--- config.mk ---
export PLATFORM = sky130hd
export DESIGN_NAME = rpn_stack_ctrl
export DESIGN_NICKNAME = d
export VERILOG_FILES = /design/src/rtl/rpn_stack_ctrl.sv
export SDC_FILE = /design/constraint.sdc
export NUM_CORES = 1
export LEC_CHECK = 0
export CAP_MARGIN = 25
export CORE_ASPECT_RATIO = 0.7
export CORE_MARGIN = 5
export CORE_UTILIZATION = 55
export CTS_BUF_LIST = sky130_fd_sc_hd__clkbuf_4
export DETAILED_ROUTE_END_ITERATION = 7
export PLACE_DENSITY = 0.8
export SYNTH_ARGS = -nofsm -noshare
export SYNTH_HDL_FRONTEND = slang
export SYNTH_SLANG_ARGS = --single-unit
export TNS_END_PERCENT = 20
--- constraint.sdc ---
create_clock -name clk -period 5.4 [get_ports clk]
set_clock_uncertainty 0.15 [all_clocks]
set_input_delay 1.35 -clock clk [delete_from_list [all_inputs] [get_ports clk]]
set_output_delay 1.35 -clock clk [all_outputs]
set_load 0.02 [all_outputs]
--- src/rtl/rpn_stack_ctrl.sv ---
// Operand-stack sequencer for the RPN calculator: accepts push/operate/drop/clear
// commands and time-shares an external combinational ALU over an IDLE/EXEC/WB cycle.
module rpn_stack_ctrl #(
  parameter int DEPTH = 8
) (
  input  logic                         clk,
  input  logic                         rst_n,
  input  logic                         cmd_valid,
  output logic                         cmd_ready,
  input  logic [1:0]                   cmd_type,
  input  logic [31:0]                  cmd_data,
  input  logic [3:0]                   cmd_op,
  output logic [31:0]                  alu_a,
  output logic [31:0]                  alu_b,
  output logic [3:0]                   alu_op,
  output logic [4:0]                   alu_shamt,
  input  logic [31:0]                  alu_hi,
  input  logic [31:0]                  alu_lo,
  input  logic                         alu_zero,
  output logic [31:0]                  top,
  output logic [$clog2(DEPTH+1)-1:0]   depth,
  output logic [31:0]                  hi_reg,
  output logic                         zero_flag,
  output logic                         done,
  output logic                         err_underflow,
  output logic                         err_overflow
);

  localparam int DW = $clog2(DEPTH + 1);
  localparam int IW = $clog2(DEPTH);

  localparam logic [1:0] CMD_PUSH = 2'b00;
  localparam logic [1:0] CMD_OP   = 2'b01;
  localparam logic [1:0] CMD_DROP = 2'b10;
  localparam logic [1:0] CMD_CLR  = 2'b11;

  typedef enum logic [1:0] {IDLE, EXEC, WB} state_t;

  state_t          r_state;
  state_t          w_state_next;
  logic [31:0]     r_stack [DEPTH];
  logic [DW-1:0]   r_depth;
  logic [31:0]     r_result_lo;
  logic [31:0]     r_hi;
  logic            r_zero;
  logic            r_done;
  logic            r_err_uf;
  logic            r_err_of;
  logic [31:0]     r_alu_a;
  logic [31:0]     r_alu_b;
  logic [3:0]      r_alu_op;
  logic [4:0]      r_alu_shamt;

  logic            w_accept;
  logic            w_has_room;
  logic            w_has_two;
  logic [DW-1:0]   w_depth_m1;
  logic [DW-1:0]   w_depth_m2;
  logic            w_we;
  logic [IW-1:0]   w_waddr;
  logic [31:0]     w_wdata;

  assign cmd_ready  = (r_state == IDLE);
  assign w_accept   = cmd_valid && cmd_ready;
  assign w_has_room = (r_depth < DW'(DEPTH));
  assign w_has_two  = (r_depth >= DW'(2));
  assign w_depth_m1 = r_depth - DW'(1);
  assign w_depth_m2 = r_depth - DW'(2);

  always_ff @(posedge clk) begin
    if (!rst_n) r_state <= IDLE;
    else        r_state <= w_state_next;
  end

  always_comb begin
    w_state_next = r_state;
    case (r_state)
      IDLE:    if (w_accept && cmd_type == CMD_OP && w_has_two) w_state_next = EXEC;
      EXEC:    w_state_next = WB;
      WB:      w_state_next = IDLE;
      default: w_state_next = IDLE;
    endcase
  end

  // Single write port: a push in IDLE or the operate result in WB, never both.
  always_comb begin
    w_we    = 1'b0;
    w_waddr = r_depth[IW-1:0];
    w_wdata = cmd_data;
    if (r_state == WB) begin
      w_we    = 1'b1;
      w_waddr = w_depth_m2[IW-1:0];
      w_wdata = r_result_lo;
    end else if (w_accept && cmd_type == CMD_PUSH && w_has_room) begin
      w_we = 1'b1;
    end
  end

  always_ff @(posedge clk) begin
    if (w_we) r_stack[w_waddr] <= w_wdata;
  end

  always_ff @(posedge clk) begin
    if (!rst_n) begin
      r_depth     <= '0;
      r_result_lo <= '0;
      r_hi        <= '0;
      r_zero      <= 1'b0;
      r_done      <= 1'b0;
      r_err_uf    <= 1'b0;
      r_err_of    <= 1'b0;
      r_alu_a     <= '0;
      r_alu_b     <= '0;
      r_alu_op    <= '0;
      r_alu_shamt <= '0;
    end else begin
      // Registered so the pulse lines up with the WB cycle.
      r_done <= (r_state == EXEC);
      if (w_accept) begin
        case (cmd_type)
          CMD_PUSH: begin
            if (w_has_room) r_depth <= r_depth + DW'(1);
            else            r_err_of <= 1'b1;
          end
          CMD_OP: begin
            if (w_has_two) begin
              r_alu_a     <= r_stack[w_depth_m2[IW-1:0]];
              r_alu_b     <= r_stack[w_depth_m1[IW-1:0]];
              r_alu_op    <= cmd_op;
              r_alu_shamt <= cmd_data[4:0];
            end else begin
              r_err_uf <= 1'b1;
            end
          end
          CMD_DROP: begin
            if (r_depth != '0) r_depth <= w_depth_m1;
            else               r_err_uf <= 1'b1;
          end
          default: begin
            r_depth  <= '0;
            r_hi     <= '0;
            r_zero   <= 1'b0;
            r_err_uf <= 1'b0;
            r_err_of <= 1'b0;
          end
        endcase
      end
      if (r_state == EXEC) begin
        r_result_lo <= alu_lo;
        r_hi        <= alu_hi;
        r_zero      <= alu_zero;
      end
      if (r_state == WB) r_depth <= w_depth_m1;
    end
  end

  assign top           = (r_depth == '0) ? 32'd0 : r_stack[w_depth_m1[IW-1:0]];
  assign depth         = r_depth;
  assign hi_reg        = r_hi;
  assign zero_flag     = r_zero;
  assign done          = r_done;
  assign err_underflow = r_err_uf;
  assign err_overflow  = r_err_of;
  assign alu_a         = r_alu_a;
  assign alu_b         = r_alu_b;
  assign alu_op        = r_alu_op;
  assign alu_shamt     = r_alu_shamt;

endmodule

==> summary.md, run 1 <==
| Metric | Value |
|---|---|
| Post-synth cell types | `44` |
| Synthesized flop and latch total | `403` |
| TritonCTS clock tree | `done` |
| Non-Filler Instances | `1993` |
| Dpl ws | `1.09 ns` |
| Final setup viols | `0` |
| GR Util met1 | `36.0%` |
| Top_reg_cell synth | `edfxtp_1` |
| Total number of vias | `12100` |
| DRT iter0 DRCs | `1260` |
| Antenna violations before repair | `1` |
| Post-DP HPWL | `28700 µm` |
| Crit path from | `depth[0]$_SDFFE_PN0P_` |
| Drt wl/cell | `23.3 µm` |
| Synth area leader | `edfxtp_1` |
| Syn Nets | `1339` |
| Post-Place Cells | `1823` |
| Final net count | `1615` |
| WHS Endpoint | `alu_shamt[4]$_SDFFE_PN0P_` |
| Critical Path RT | `3.90 ns` |
| Post-synth EDFFs | `256` |
| Arr. time, crit path | `3.54 ns` |
| Max Freq | `199 MHz` |
| Unrepaired setup endpoints after global routing | `false` |
| Grt total ovfl | `0` |
| Routed wire length | `46400 µm` |
| Post-CTS resize count | `0` |
| GRT Max-Usage Layer | `met2` |
| CTS Hold Bufs | `0` |
| Pwr dens | `337 mW/mm²` |
| Max reg flops | `256` |
| Core area | `0.0309 mm²` |
| Starting density of the core | `55.3%` |
| Status | `finished clean` |
| Synth area leaders | `edfxtp_1 45%, dfxtp_1 17%, mux4_2 17%` |
| # rows | `54` |
| Design area | `0.0214 mm²` |
| Final Cycle Share | `93.3%` |
| Worst-margin pin slew | `1.10 ns` |
| Commonest cells after routing, fill and taps aside | `256 x edfxtp_1, 250 x clkdlybuf4s50_1, 215 x nand2_1` |
| Synth async-reset ratio | `0%` |
| Gpl congestion | `0.812` |
| Worst vdd ir | `0.000199 V` |
| Cells after Synth | `1222` |
| CP Launch Type | `register` |
| DRC viols | `0` |
| IO Pins | `252` |
| Syn avg cell area | `14.0 µm²` |
| Clk sinks | `403` |
| Mapped cell area | `0.0171 mm²` |
| Worst r2r src | `depth[2]$_SDFFE_PN0P_` |
| Synth warn | `0` |
| Hold depth | `2` |
| H-Tree Depth | `3` |
| Share of cells above drive strength 1 | `21.2%` |
| Leak | `7.47 nW` |
| M2 GR Usage | `41.7%` |
| Post-CTS setup buffer count | `0` |
| TNS Setup | `0 ns` |
| Final hold vios | `0` |
| Clock Latency Late Sink | `0.74 ns` |
| Reg2reg path depth | `5` |
| Die Wd | `221 µm` |
| Clock transition at path regs | `0.06 ns` |
| M3 GR Usage | `7.54%` |
| Hold WC Path Type | `reg -> reg` |
| Area growth syn-to-layout | `24.8%` |
| Final ANT Viol Nets | `0` |
| Number of global-route vias before repair | `12300` |
| Register area share after synthesis | `62.1%` |
| Commonest non-fill, non-tap cell in the layout | `edfxtp_1` |
| Min setup slack post-route | `0.364 ns` |
| PortBufs | `251` |
| Via-per-instance ratio | `6.07` |
| Slew margin rel. | `26.7%` |
| Crit path kind | `reg -> out` |
| Min-delay src | `alu_shamt[4]$_SDFFE_PN0P_` |
| CTS root buf | `clkbuf_4` |
| Biggest register | `r_stack` |
| Post-DP Area | `0.0201 mm²` |
| R2R Setup Slk | `1.89 ns` |
| CTS Buffer Depth | `3` |
| Critical path endpoint category | `primary output` |
| Top-area cell type share of the netlist area | `44.9%` |
| Worst Path Max Fanout | `51` |
| Die area | `0.0348 mm²` |
| TritonCTS Buffers | `93` |
| Drt pass-1 iters | `5` |
| Max-cap violations | `0` |
| Crit path time final | `5.04 ns` |
| Wire length of the first global-routing pass | `71300 µm` |
| Largest net degree at the start of global routing | `137` |
| Final slew viol count | `0` |
| R2R Path End | `r_stack[1][27]$_DFFE_PP_` |
| Total track usage | `26.4%` |
| Die Ht | `158 µm` |
==> how the worst max path moves through the flow <==
stage	endpoint	slack, ns	cells past startpoint
detailed placement	top[29]	1.09	5
floorplan	top[25]	1.27	10
finish	top[12]	0.36	7
global route	top[29]	0.12	5
global placement	top[2]	1.14	5
CTS	top[29]	0.29	5
==> synth_stat cells, types with 6 or more instances <==
cell type / n
a21oi_1: 143
a22o_1: 33
buf_2: 25
buf_4: 7
buf_6: 6
clkbuf_1: 53
dfxtp_1: 147
edfxtp_1: 256
ha_1: 11
inv_1: 9
mux2i_1: 32
mux4_2: 128
nand2_1: 216
nor2_1: 49
o21ai_0: 57
o21ai_1: 10
==> layer usage <==
| metal | share of wire, % | vias to the layer above |
|---|---|---|
| met5 | 0.13 | - |
| met4 | 2.3 | 2 |
| met3 | 11 | 115 |
| met2 | 47 | 757 |
| met1 | 40 | 5958 |
| li1 | - | 5256 |
==> where the power goes <==
| group | total [W] | switching (W) | internal (W) | leakage (nW) |
|---|---|---|---|---|
| clock network | 0.00257 | 0.00120 | 0.00137 | 0.753 |
| registers | 0.00338 | 0.0000404 | 0.00334 | 3.50 |
| logic | 0.00126 | 0.000687 | 0.000577 | 3.22 |
==> final cells by class <==
| type | count | area [µm²] |
|---|---|---|
| Fill cell | 2150 | 9570 |
| Multi-Input combinational cell | 716 | 6150 |
| Clock inverter | 31 | 230 |
| Timing Repair Buffer | 275 | 2770 |
| Inverter | 9 | 33.8 |
| Antenna cell | 1 | 2.50 |
| Tap cell | 420 | 526 |
| Clock buffer | 138 | 1040 |
| Sequential cell | 403 | 10600 |
==> through the flow <==
stage                     util [%]  power, W  hold slack [ns]
after floorplan                  -   0.00420            0.287
after global placement        64.9   0.00468            0.291
final                         69.1   0.00721            0.308
after detailed placement      65.0   0.00471            0.298
after global routing          69.1   0.00752            0.327
after CTS                     69.1   0.00725            0.308
==> cell families after synthesis <==
kind of cell / share of synthesized area (%)
flip-flops: 62.1
AND/OR/NAND/NOR: 6.50
AO/OA/AOI/OAI: 8.82
multiplexers: 18.7
buffers and inverters: 2.86
adder cells (fa/ha/maj): 0.804
XOR/XNOR: 0.248
==> worst max-delay path, stage by stage (launching register included) <==
cell	delay, ns
dfxtp_4	0.36
inv_1	0.09
ha_4	0.78
buf_4	0.37
mux4_2	0.32
mux2i_1	0.24
nor2_1	0.07
clkdlybuf4s50_1	0.54
(Power assumes the default switching activity.)
==> run 2, diff against run 1 <==
CORE_MARGIN = 2   (was 5)
==> summary.md, run 2 (synthesis results as in run 1) <==
| Metric | Value |
|---|---|
| Status | `finished clean` |
| H-Tree Depth | `3 (unchanged)` |
| Commonest cells after routing, fill and taps aside | `256 x edfxtp_1, 250 x clkdlybuf4s50_1, 215 x nand2_1` |
| N_diodes | `0 (-1)` |
| Clk sinks | `403 (unchanged)` |
| Post-DP HPWL | `29100 µm (+1.4%)` |
| TritonCTS clock tree | `done` |
| DRC viols | `0 (unchanged)` |
| Max reg flops | `256 (unchanged)` |
| Final slew viol count | `0 (unchanged)` |
| Critical path endpoint category | `primary output` |
| Die Ht | `152 µm (-3.8%)` |
| Worst vdd ir | `0.000191 V (-3.8%)` |
| TNS Setup | `0 ns (unchanged)` |
| Worst Path Max Fanout | `25 (-51%)` |
| Pwr dens | `334 mW/mm² (-1.1%)` |
| Die area | `0.0326 mm² (-6.4%)` |
| Critical Path RT | `3.90 ns (about the same)` |
| Via-per-instance ratio | `6.05 (-0.24%)` |
| Dpl ws | `0.901 ns (-0.192 ns)` |
| Max Freq | `191 MHz (-4.0%)` |
| Wire length of the first global-routing pass | `70500 µm (-1.1%)` |
| Final setup viols | `0 (unchanged)` |
| Clock transition at path regs | `0.07 ns (about the same)` |
| Arr. time, crit path | `3.75 ns (+0.21 ns)` |
| Die Wd | `215 µm (-2.7%)` |
| DRT iter0 DRCs | `1510 (+20%)` |
| Register Area | `0.0106 mm² (unchanged)` |
| Final core occ | `69.4% (+0.32 points)` |
| Antenna violations before repair | `0 (-1)` |
| Grt total ovfl | `0 (unchanged)` |
| CTS root buf | `clkbuf_4` |
| Final ANT Viol Nets | `0 (unchanged)` |
| Commonest non-fill, non-tap cell in the layout | `edfxtp_1` |
| Leak | `7.49 nW (+0.33%)` |
| Largest net degree at the start of global routing | `137 (unchanged)` |
| Min setup slack post-route | `0.152 ns (-0.212 ns)` |
| Gpl congestion | `0.846 (+4.2%)` |
| Worst-margin pin slew | `1.07 ns (-0.0336 ns)` |
| Multi-input logic area | `0.00615 mm² (+0.12%)` |
| Drt wl/cell | `23.4 µm (+0.35%)` |
| Core area | `0.0309 mm² (-0.22%)` |
| PortBufs | `251 (unchanged)` |
| Biggest register | `r_stack` |
| FILL cells | `2108 (-2.0%)` |
| Starting density of the core | `55.5% (+0.12 points)` |
| CTS Buffer Depth | `3 (unchanged)` |
| Total track usage | `28.7% (+2.4 points)` |
| Number of global-route vias before repair | `12000 (-2.0%)` |
| Hold WC Path Type | `reg -> reg` |
| Total number of vias | `12100 (+0.31%)` |
| TritonCTS Buffers | `94 (+1.1%)` |
| Final net count | `1623 (+0.50%)` |
| Crit path kind | `reg -> out` |
| Final Cycle Share | `97.2% (+3.9 points)` |
| Routed wire length | `46800 µm (+0.90%)` |
| CP Launch Type | `register` |
| Area growth syn-to-layout | `25.1%` |
| Final hold vios | `0 (unchanged)` |
| Hold WS | `0.307 ns (-0.00102 ns)` |
| Crit path time final | `5.25 ns (+0.212 ns)` |
| CTS Hold Bufs | `0 (unchanged)` |
| Max-cap violations | `0 (unchanged)` |
| Unrepaired setup endpoints after global routing | `false` |
| Slew margin rel. | `28.9% (+2.2 points)` |
| Drt pass-1 iters | `5 (unchanged)` |
| IO Pins | `252 (unchanged)` |
| Clock Latency Late Sink | `0.75 ns (about the same)` |
| # rows | `54 (unchanged)` |
| Share of cells above drive strength 1 | `21.6% (+0.41 points)` |
-- run 2: changes by cell type in the layout (fill, tap and decap cells not counted) --
cell	change
buf_12	-1
mux2i_2	+2
diode_2	-1
clkinvlp_4	+1
buf_16	+2
buf_4	+7
mux2i_1	-2
clkinv_1	+5
clkinv_4	+1
buf_8	-1
bufinv_16	-2
-- run 2: layer usage --
metal	vias up	wire length, µm	global-route usage (%)
li1	5259	-	-
met1	5992	19500	40.8
met2	804	21300	44.1
met3	70	5160	7.76
met4	0	804	8.58
met5	-	0	0
-- run 2: critical path: stages (launching register included) --
cell             delay (ns)
dfxtp_2                0.34
inv_2                  0.38
ha_1                   0.35
xor2_4                 0.46
buf_12                 0.32
mux2i_1                0.49
nor2_1                 0.10
clkdlybuf4s50_1        0.56
-- run 2: metrics by stage --
step | power (W) | area, µm² | std cells
finish | 0.00715 | 21400 | 2004
CTS | 0.00717 | 21400 | 2002
floorplan | 0.00420 | 17100 | 1222
global route | 0.00743 | 21400 | 2004
detailed placement | 0.00470 | 20100 | 1828
global placement | 0.00467 | 20100 | 1827
-- run 2: path summary, 6_finish.rpt --
kind / from / to / slack [ns] / cells past startpoint
setup / recovery: depth[1]$_SDFFE_PN0P_ / top[28] / 0.15 / 7
hold / removal: r_result_lo[18]$_SDFFE_PN0P_ / r_result_lo[18]$_SDFFE_PN0P_ / 0.31 / 2
setup reg to reg: depth[1]$_SDFFE_PN0P_ / r_stack[5][2]$_DFFE_PP_ / 1.47 / 8
hold reg to reg: r_result_lo[18]$_SDFFE_PN0P_ / r_result_lo[18]$_SDFFE_PN0P_ / 0.31 / 2
-- run 2: repair_timing --
action,CTS,global route
setup buffers,0,1
gates resized for setup,0,2
endpoints found under the setup margin,0,8
-- run 2: layout make-up --
cell class,instances,area share (%)
Inverter,9,0.158
Sequential cell,403,49.6
Timing Repair Buffer,282,13.3
Tap cell,420,2.45
Clock inverter,36,0.957
Multi-Input combinational cell,716,28.7
Clock buffer,138,4.83
-- run 2: power by group --
part           internal [W]  switching (W)
logic              0.000581       0.000698
clock network       0.00128        0.00121
registers           0.00334      0.0000412
